`config.mk`:
```
export PLATFORM = sky130hd
export DESIGN_NAME = uart_mem_loader
export DESIGN_NICKNAME = d
export VERILOG_FILES = /design/src/rtl/uart_mem_loader.sv
export SDC_FILE = /design/constraint.sdc
export NUM_CORES = 1
export LEC_CHECK = 0
export CELL_PAD_IN_SITES_DETAIL_PLACEMENT = 1
export CELL_PAD_IN_SITES_GLOBAL_PLACEMENT = 1
export CORE_MARGIN = 2
export CORE_UTILIZATION = 40
export DETAILED_ROUTE_END_ITERATION = 8
export PLACE_DENSITY_LB_ADDON = 0.1
export SLEW_MARGIN = 20
export SYNTH_ARGS = -nofsm -noshare
export SYNTH_HDL_FRONTEND = slang
export SYNTH_SLANG_ARGS = --single-unit
```
`constraint.sdc`:
```
create_clock -name clk -period 2.4 [get_ports clk]
set_input_delay 0.24 -clock clk [delete_from_list [all_inputs] [get_ports clk]]
set_output_delay 0.24 -clock clk [all_outputs]
set_load 0.05 [all_outputs]
```
`src/rtl/uart_mem_loader.sv`:
```
// ---------------------------------------------------------------------------
// uart_mem_loader
//
// Boot loader that sits between async_receiver and the memory write port.
// It parses a length-prefixed frame arriving as byte strobes, packs the data
// bytes into memory words (first byte lands in the most significant lane) and
// issues one write strobe per completed word. The CPU is held in stall while
// a frame is open; it regains the memory port when cpu_hold drops.
//
// Frame: LEN_HI, LEN_LO (word count N, big-endian), N*WORD_BYTES data bytes,
//        then one checksum byte when LOADER_CHECKSUM_EN is defined.
//
// Optional feature macro: LOADER_CHECKSUM_EN
//   defined   -> trailing XOR checksum byte required, err_code 3 possible
//   undefined -> no checksum state or logic; the last word goes to DONE
//
// Ports:
//   clk        in   system clock (10 MHz nominal)
//   rst        in   synchronous active-high reset
//   start      in   one-cycle pulse, arms the loader (ignored while busy)
//   rx_ready   in   byte strobe from async_receiver
//   rx_data    in   received byte, valid with rx_ready
//   mem_we     out  memory write strobe, one cycle per word
//   mem_addr   out  word address for mem_we
//   mem_wdata  out  word data for mem_we
//   cpu_hold   out  stall request to the CPU
//   busy       out  frame in progress
//   done       out  load finished OK (sticky until start/rst)
//   error      out  load failed (sticky until start/rst)
//   err_code   out  0 none, 1 timeout, 2 length overflow, 3 checksum mismatch
//   word_count out  words written in the current/last frame
// ---------------------------------------------------------------------------
module uart_mem_loader #(
    parameter int ADDR_W      = 8,
    parameter int WORD_BYTES  = 2,
    parameter int TIMEOUT_CYC = 1000000
) (
    input  logic                    clk,
    input  logic                    rst,
    input  logic                    start,
    input  logic                    rx_ready,
    input  logic [7:0]              rx_data,
    output logic                    mem_we,
    output logic [ADDR_W-1:0]       mem_addr,
    output logic [8*WORD_BYTES-1:0] mem_wdata,
    output logic                    cpu_hold,
    output logic                    busy,
    output logic                    done,
    output logic                    error,
    output logic [1:0]              err_code,
    output logic [ADDR_W:0]         word_count
);
    localparam int DATA_W = 8 * WORD_BYTES;
    localparam int LANE_W = $clog2(WORD_BYTES + 1);
    localparam int TMO_W  = $clog2(TIMEOUT_CYC + 1);

    localparam logic [16:0]       MAX_WORDS = 17'd1 << ADDR_W;
    localparam logic [LANE_W-1:0] LANE_ZERO = LANE_W'(0);
    localparam logic [LANE_W-1:0] LANE_ONE  = LANE_W'(1);
    localparam logic [LANE_W-1:0] LANE_LAST = LANE_W'(WORD_BYTES - 1);
    localparam logic [TMO_W-1:0]  TMO_ZERO  = TMO_W'(0);
    localparam logic [TMO_W-1:0]  TMO_ONE   = TMO_W'(1);
    localparam logic [TMO_W-1:0]  TMO_LAST  = TMO_W'(TIMEOUT_CYC - 1);
    localparam logic [ADDR_W:0]   WC_ZERO   = (ADDR_W + 1)'(0);
    localparam logic [ADDR_W:0]   WC_ONE    = (ADDR_W + 1)'(1);
    localparam logic [DATA_W-1:0] WORD_ZERO = DATA_W'(0);

    localparam logic [1:0] ERR_NONE    = 2'd0;
    localparam logic [1:0] ERR_TIMEOUT = 2'd1;
    localparam logic [1:0] ERR_LEN     = 2'd2;
`ifdef LOADER_CHECKSUM_EN
    localparam logic [1:0] ERR_CSUM    = 2'd3;
`endif

    typedef enum logic [2:0] {
        S_IDLE   = 3'd0,
        S_LEN_HI = 3'd1,
        S_LEN_LO = 3'd2,
        S_DATA   = 3'd3,
        S_DONE   = 3'd4,
        S_ERR    = 3'd5
`ifdef LOADER_CHECKSUM_EN
        , S_CSUM = 3'd6
`endif
    } state_e;

    // State entered once the payload is complete (or N == 0).
`ifdef LOADER_CHECKSUM_EN
    localparam state_e S_TAIL = S_CSUM;
`else
    localparam state_e S_TAIL = S_DONE;
`endif

    // A frame is open in every state except the three resting states.
    function automatic logic is_open(input state_e s);
        return !(s inside {S_IDLE, S_DONE, S_ERR});
    endfunction

    state_e             state_q, state_d;
    logic [15:0]        len_q, len_d;
    logic [DATA_W-1:0]  wbuf_q, wbuf_d;
    logic [LANE_W-1:0]  lane_q, lane_d;
    logic [ADDR_W:0]    wc_q, wc_d;
    logic [TMO_W-1:0]   tmo_q, tmo_d;
    logic [1:0]         code_q, code_d;
    logic               we_q, we_d;
    logic [ADDR_W-1:0]  addr_q, addr_d;
    logic [DATA_W-1:0]  wdata_q, wdata_d;
    logic               busy_q, busy_d;
    logic               done_q, done_d;
    logic               error_q, error_d;
`ifdef LOADER_CHECKSUM_EN
    logic [7:0]         csum_q, csum_d;
`endif

    logic [DATA_W-1:0]  word_next_s;
    logic [ADDR_W:0]    wc_inc_s;
    logic [15:0]        len_next_s;
    logic               open_s;
    logic               tmo_hit_s;

    // Next-state and output decode for the frame parser.
    always_comb begin
        state_d     = state_q;
        len_d       = len_q;
        wbuf_d      = wbuf_q;
        lane_d      = lane_q;
        wc_d        = wc_q;
        tmo_d       = tmo_q;
        code_d      = code_q;
        we_d        = 1'b0;
        addr_d      = addr_q;
        wdata_d     = wdata_q;
        // Word as it stands once the current byte is shifted into the low lane.
        word_next_s = (wbuf_q << 4'd8) | DATA_W'(rx_data);
        wc_inc_s    = wc_q + WC_ONE;
        len_next_s  = {len_q[15:8], rx_data};
        open_s      = is_open(state_q);
        tmo_hit_s   = (tmo_q == TMO_LAST);

        // Inter-byte watchdog: restarts on every accepted byte.
        if (open_s && rx_ready) begin
            tmo_d = TMO_ZERO;
        end else if (open_s) begin
            tmo_d = tmo_q + TMO_ONE;
        end else begin
            tmo_d = tmo_q;
        end

`ifdef LOADER_CHECKSUM_EN
        // Running XOR covers the length bytes and all payload bytes.
        if (open_s && rx_ready) begin
            csum_d = csum_q ^ rx_data;
        end else if (!open_s && start) begin
            csum_d = 8'h00;
        end else begin
            csum_d = csum_q;
        end
`endif

        case (state_q)
            S_IDLE, S_DONE, S_ERR: begin
                if (start) begin
                    state_d = S_LEN_HI;
                    wc_d    = WC_ZERO;
                    lane_d  = LANE_ZERO;
                    wbuf_d  = WORD_ZERO;
                    tmo_d   = TMO_ZERO;
                    code_d  = ERR_NONE;
                end else begin
                    state_d = state_q;
                end
            end
            S_LEN_HI: begin
                if (rx_ready) begin
                    len_d   = {rx_data, len_q[7:0]};
                    state_d = S_LEN_LO;
                end else if (tmo_hit_s) begin
                    state_d = S_ERR;
                    code_d  = ERR_TIMEOUT;
                end else begin
                    state_d = state_q;
                end
            end
            S_LEN_LO: begin
                if (rx_ready) begin
                    len_d = len_next_s;
                    if ({1'b0, len_next_s} > MAX_WORDS) begin
                        state_d = S_ERR;
                        code_d  = ERR_LEN;
                    end else if (len_next_s == 16'd0) begin
                        state_d = S_TAIL;
                    end else begin
                        state_d = S_DATA;
                    end
                end else if (tmo_hit_s) begin
                    state_d = S_ERR;
                    code_d  = ERR_TIMEOUT;
                end else begin
                    state_d = state_q;
                end
            end
            S_DATA: begin
                if (rx_ready) begin
                    wbuf_d = word_next_s;
                    if (lane_q == LANE_LAST) begin
                        // Word complete: register the write in the same edge.
                        lane_d  = LANE_ZERO;
                        we_d    = 1'b1;
                        addr_d  = wc_q[ADDR_W-1:0];
                        wdata_d = word_next_s;
                        wc_d    = wc_inc_s;
                        if (17'(wc_inc_s) == {1'b0, len_q}) begin
                            state_d = S_TAIL;
                        end else begin
                            state_d = S_DATA;
                        end
                    end else begin
                        lane_d = lane_q + LANE_ONE;
                    end
                end else if (tmo_hit_s) begin
                    state_d = S_ERR;
                    code_d  = ERR_TIMEOUT;
                end else begin
                    state_d = state_q;
                end
            end
`ifdef LOADER_CHECKSUM_EN
            S_CSUM: begin
                if (rx_ready) begin
                    if (rx_data == csum_q) begin
                        state_d = S_DONE;
                    end else begin
                        state_d = S_ERR;
                        code_d  = ERR_CSUM;
                    end
                end else if (tmo_hit_s) begin
                    state_d = S_ERR;
                    code_d  = ERR_TIMEOUT;
                end else begin
                    state_d = state_q;
                end
            end
`endif
            default: begin
                state_d = S_IDLE;
            end
        endcase

        // Status flags follow the state being entered, so they are registered.
        busy_d  = is_open(state_d);
        done_d  = (state_d == S_DONE);
        error_d = (state_d == S_ERR);
    end

    // State and output registers with synchronous reset.
    always_ff @(posedge clk) begin
        if (rst) begin
            state_q <= S_IDLE;
            len_q   <= 16'h0000;
            wbuf_q  <= WORD_ZERO;
            lane_q  <= LANE_ZERO;
            wc_q    <= WC_ZERO;
            tmo_q   <= TMO_ZERO;
            code_q  <= ERR_NONE;
            we_q    <= 1'b0;
            addr_q  <= ADDR_W'(0);
            wdata_q <= WORD_ZERO;
            busy_q  <= 1'b0;
            done_q  <= 1'b0;
            error_q <= 1'b0;
`ifdef LOADER_CHECKSUM_EN
            csum_q  <= 8'h00;
`endif
        end else begin
            state_q <= state_d;
            len_q   <= len_d;
            wbuf_q  <= wbuf_d;
            lane_q  <= lane_d;
            wc_q    <= wc_d;
            tmo_q   <= tmo_d;
            code_q  <= code_d;
            we_q    <= we_d;
            addr_q  <= addr_d;
            wdata_q <= wdata_d;
            busy_q  <= busy_d;
            done_q  <= done_d;
            error_q <= error_d;
`ifdef LOADER_CHECKSUM_EN
            csum_q  <= csum_d;
`endif
        end
    end

    assign mem_we     = we_q;
    assign mem_addr   = addr_q;
    assign mem_wdata  = wdata_q;
    assign cpu_hold   = busy_q;
    assign busy       = busy_q;
    assign done       = done_q;
    assign error      = error_q;
    assign err_code   = code_q;
    assign word_count = wc_q;

endmodule

```
==> flow_metrics.py <==
metrics = {
    "floorplan": {
        "num_rows": 36,
        "start_util_pct": 40.6,
        "num_io_pins": 52,
        "die_w_um": 103,
        "die_area_um2": 10500,
        "die_h_um": 103,
        "core_area_um2": 9590,
    },
    "yosys": {
        "yosysWarnings": 0,
        "async_reset_ff_share_pct": 0,
        "synth_edf_count": 0,
        "syn_avg_cell_area_um2": 7.90,
        "synth_compound_area_share_pct": 15.8,
        "ys_seq_area_share_pct": 45.2,
        "ys_top_cells_by_area": "dfxtp_1 (45%), nand2_1 (9.5%), a21oi_1 (8.6%)",
        "synth_area_um2": 3900,
        "synth_mux_area_share_pct": 0.257,
        "synth_xor_area_share_pct": 6.07,
        "yosysTopAreaCellShare_pct": 45.2,
        "synth_top_area_cell": "dfxtp_1",
        "synth_adder_area_share_pct": 0.642,
        "post_synth_and_or_nand_nor_area_fraction_pct": 28.3,
        "synth.distinct_cells": 51,
        "synth-seq-cells": 88,
        "ys.flop_type": "dfxtp_1",
        "synth_top_family_by_area": "simple AND/OR/NAND/NOR gates",
        "synth_common_cells": "nand2_1 (99), dfxtp_1 (88), a21oi_1 (67), nor2_1 (43), nand3_1 (30)",
        "postSynthCellCount": 493,
        "synth_nets": 507,
        "yosysMostFrequentCell": "nand2_1",
    },
    "timing": {
        "finalCriticalPeriod_ns": 2.23,
        "final_hold_viol_count": 0,
        "slew_violations": 0,
        "setup_ws_ns": 0.166,
        "rsz0062_at_grt": "false",
        "relSlewSlack_pct": 64.7,
        "finalHoldWorstSlack_ns": 0.273,
        "setup_viol": 0,
        "fin_setup_tns_ns": 0,
        "max_freq_ghz": 0.448,
        "finClkSkew_ns": 0.00951,
        "worst_slew_pin_slew_ns": 0.528,
        "finalCritPeriodShare_pct": 93.1,
    },
    "clock_tree": {
        "insertion_delay_ns": 0.36,
        "cts.sinks": 88,
        "htree_levels": 3,
        "clockBufferDepth": 2,
        "clock-root-buffer": "clkbuf_8",
        "cts_made_buffers": 9,
        "clk_pin_slew_ns": 0.09,
        "cts_tree": "yes",
    },
    "global_route": {
        "grt_pass1_vias": 3704,
        "grt_pass1_wl_um": 18600,
        "grt_start_max_net_pins": 47,
        "grt-ovfl-total": 0,
        "grtUsageTotal_pct": 22.5,
        "antenna_found_initial": 0,
    },
    "layout": {
        "postLayoutCellArea_um2": 4960,
        "nNetsFinal": 575,
        "syn_to_final_growth_pct": 27.2,
        "num-fill-cells": 1193,
        "num_antenna_cells": 0,
        "drive_above_1_share_pct": 12.4,
    },
    "worst_setup_path": {
        "cp_max_fo": 4,
        "r2r_start": "len_q[10]",
        "end_kind": "flop",
        "r2r_end": "state_q[0]",
        "r2r_setup_slack_ns": 0.17,
        "startpoint": "len_q[10]",
        "endpoint": "state_q[0]",
        "start_kind": "flop",
        "arrival_ns": 2.47,
        "required_ns": 2.63,
        "reg2reg_depth": 7,
        "path_class": "flop to flop",
    },
    "run_status": {
        "status": "finished, final reports clean",
    },
    "pwr": {
        "p_leak_nw": 1.75,
        "p_int_mw": 2.17,
        "switchingPower_uw": 745,
        "clockPowerShare_pct": 36.9,
        "switching_share_pct": 25.5,
        "power_mw": 2.92,
        "seqPwrFrac_pct": 51.4,
        "vdd_ir_drop_max_mv": 0.316,
        "powerDensity_nw_per_um2": 588,
        "combPwrFrac_pct": 11.6,
    },
    "drt": {
        "dr.pass1.iters": 4,
        "via_per_inst": 5.34,
        "vias": 3728,
        "route.detailed.drc": 0,
        "wire_per_inst_um": 16.1,
        "drt-total-wl_um": 11200,
        "first_iter_violations": 160,
        "ant_nets": 0,
    },
    "placed_design": {
        "place_area_um2": 4720,
        "io_buffer_count": 51,
        "place.gp.congestion": 0.860,
        "dpl.hpwl_um": 7910,
        "post-place-ws_ns": -0.0152,
    },
    "hold_path": {
        "hold_class": "input port to flop",
        "min_path_cells": 2,
    },
    "flow_run": {
        "cap_viol_max_count": 0,
    },
}
final cells by class:
| class | instances | area (um^2) | share of cell area [%] |
|---|---|---|---|
| timing repair buffer | 88 | 783 | 15.8 |
| sequential | 88 | 1770 | 35.7 |
| tap | 133 | 166 | 3.36 |
| clock buffer | 12 | 165 | 3.33 |
| inverter | 5 | 18.8 | 0.379 |
| clock inverter | 3 | 40.0 | 0.808 |
| multi-input combinational | 369 | 2010 | 40.6 |
through the flow:
stage | util [%] | instances
2_1_floorplan | - | 493
4_1_cts | 51.4 | 697
3_5_place_dp | 49.2 | 682
5_1_grt | 51.7 | 698
6_report | 51.7 | 698
3_3_place_gp | 49.2 | 682
power groups by stage:
stage | clock network, mW | logic, mW | registers, mW
after CTS | 1.11 | 0.336 | 1.50
final | 1.08 | 0.339 | 1.50
after floorplan | 0 | 0.184 | 1.54
after global placement | 0 | 0.324 | 1.53
after detailed placement | 0 | 0.330 | 1.53
after global routing | 1.16 | 0.368 | 1.50
cells in the final DEF, fill, tap and decap left out, drive strengths merged, types with 3 or more instances in the layout:
cell           instances
clkbuf                12
or3                    4
nand3                 30
xnor2                  8
nand3b                 5
or4                    3
nand2                 99
clkdlybuf4s50         50
nand4                  6
a21oi                 67
o21ai                 18
and3                  10
nor3b                  3
nor2                  43
buf                   38
nor2b                  5
a31oi                  3
inv                    4
xor2                  19
nor4                   7
nor3                  10
dfxtp                 88
clkinv                 3
o21a                   4
state kept, by name (all words and copies together), names as in the netlist:
| signal | cells |
|---|---|
| len_q | 16 |
| err_code | 2 |
| tmo_q | 20 |
| mem_we | 1 |
| lane_q | 2 |
| state_q | 3 |
| wbuf_q | 8 |
| mem_addr | 8 |
| word_count | 9 |
| done | 1 |
| error | 1 |
| mem_wdata | 16 |
| busy | 1 |
layer usage:
metal	vias to the layer above	track usage (%)	wire (um)
met5	-	0	0
met4	0	5.44	161
met3	13	4.88	370
met2	62	36.0	5210
met1	1827	31.1	5490
li1	1826	-	-
worst max-delay path: stages, from the launching register on:
cell	delay, ns
dfxtp_1	0.32
or4_4	0.54
nor4_4	0.17
nand3_1	0.11
or4_4	0.47
a211oi_4	0.30
buf_4	0.16
nor2_1	0.03
what timing repair did:
action,in CTS,in global routing
hold buffers,0,0
buffers inserted,0,1
setup endpoints to repair,2,4
gates resized for setup,1,5
pin swaps,0,1
cell families after synthesis:
logic type / Yosys count
multiplexers: 1
adder cells (fa/ha/maj): 2
buffers and inverters: 36
AND/OR/NAND/NOR: 231
flip-flops: 88
XOR/XNOR: 27
AO/OA/AOI/OAI: 108
worst min-delay path by stage:
stage | to | slack [ns] | from
2_1_floorplan | len_q[0] | 0.38 | rx_data[0]
3_3_place_gp | mem_addr[0] | 0.44 | mem_addr[0]
3_5_place_dp | mem_wdata[2] | 0.45 | mem_wdata[2]
4_1_cts | word_count[0] | 0.27 | rst
5_1_grt | state_q[0] | 0.29 | rst
6_report | word_count[0] | 0.27 | rst
Power figures use the tool's default switching activity.
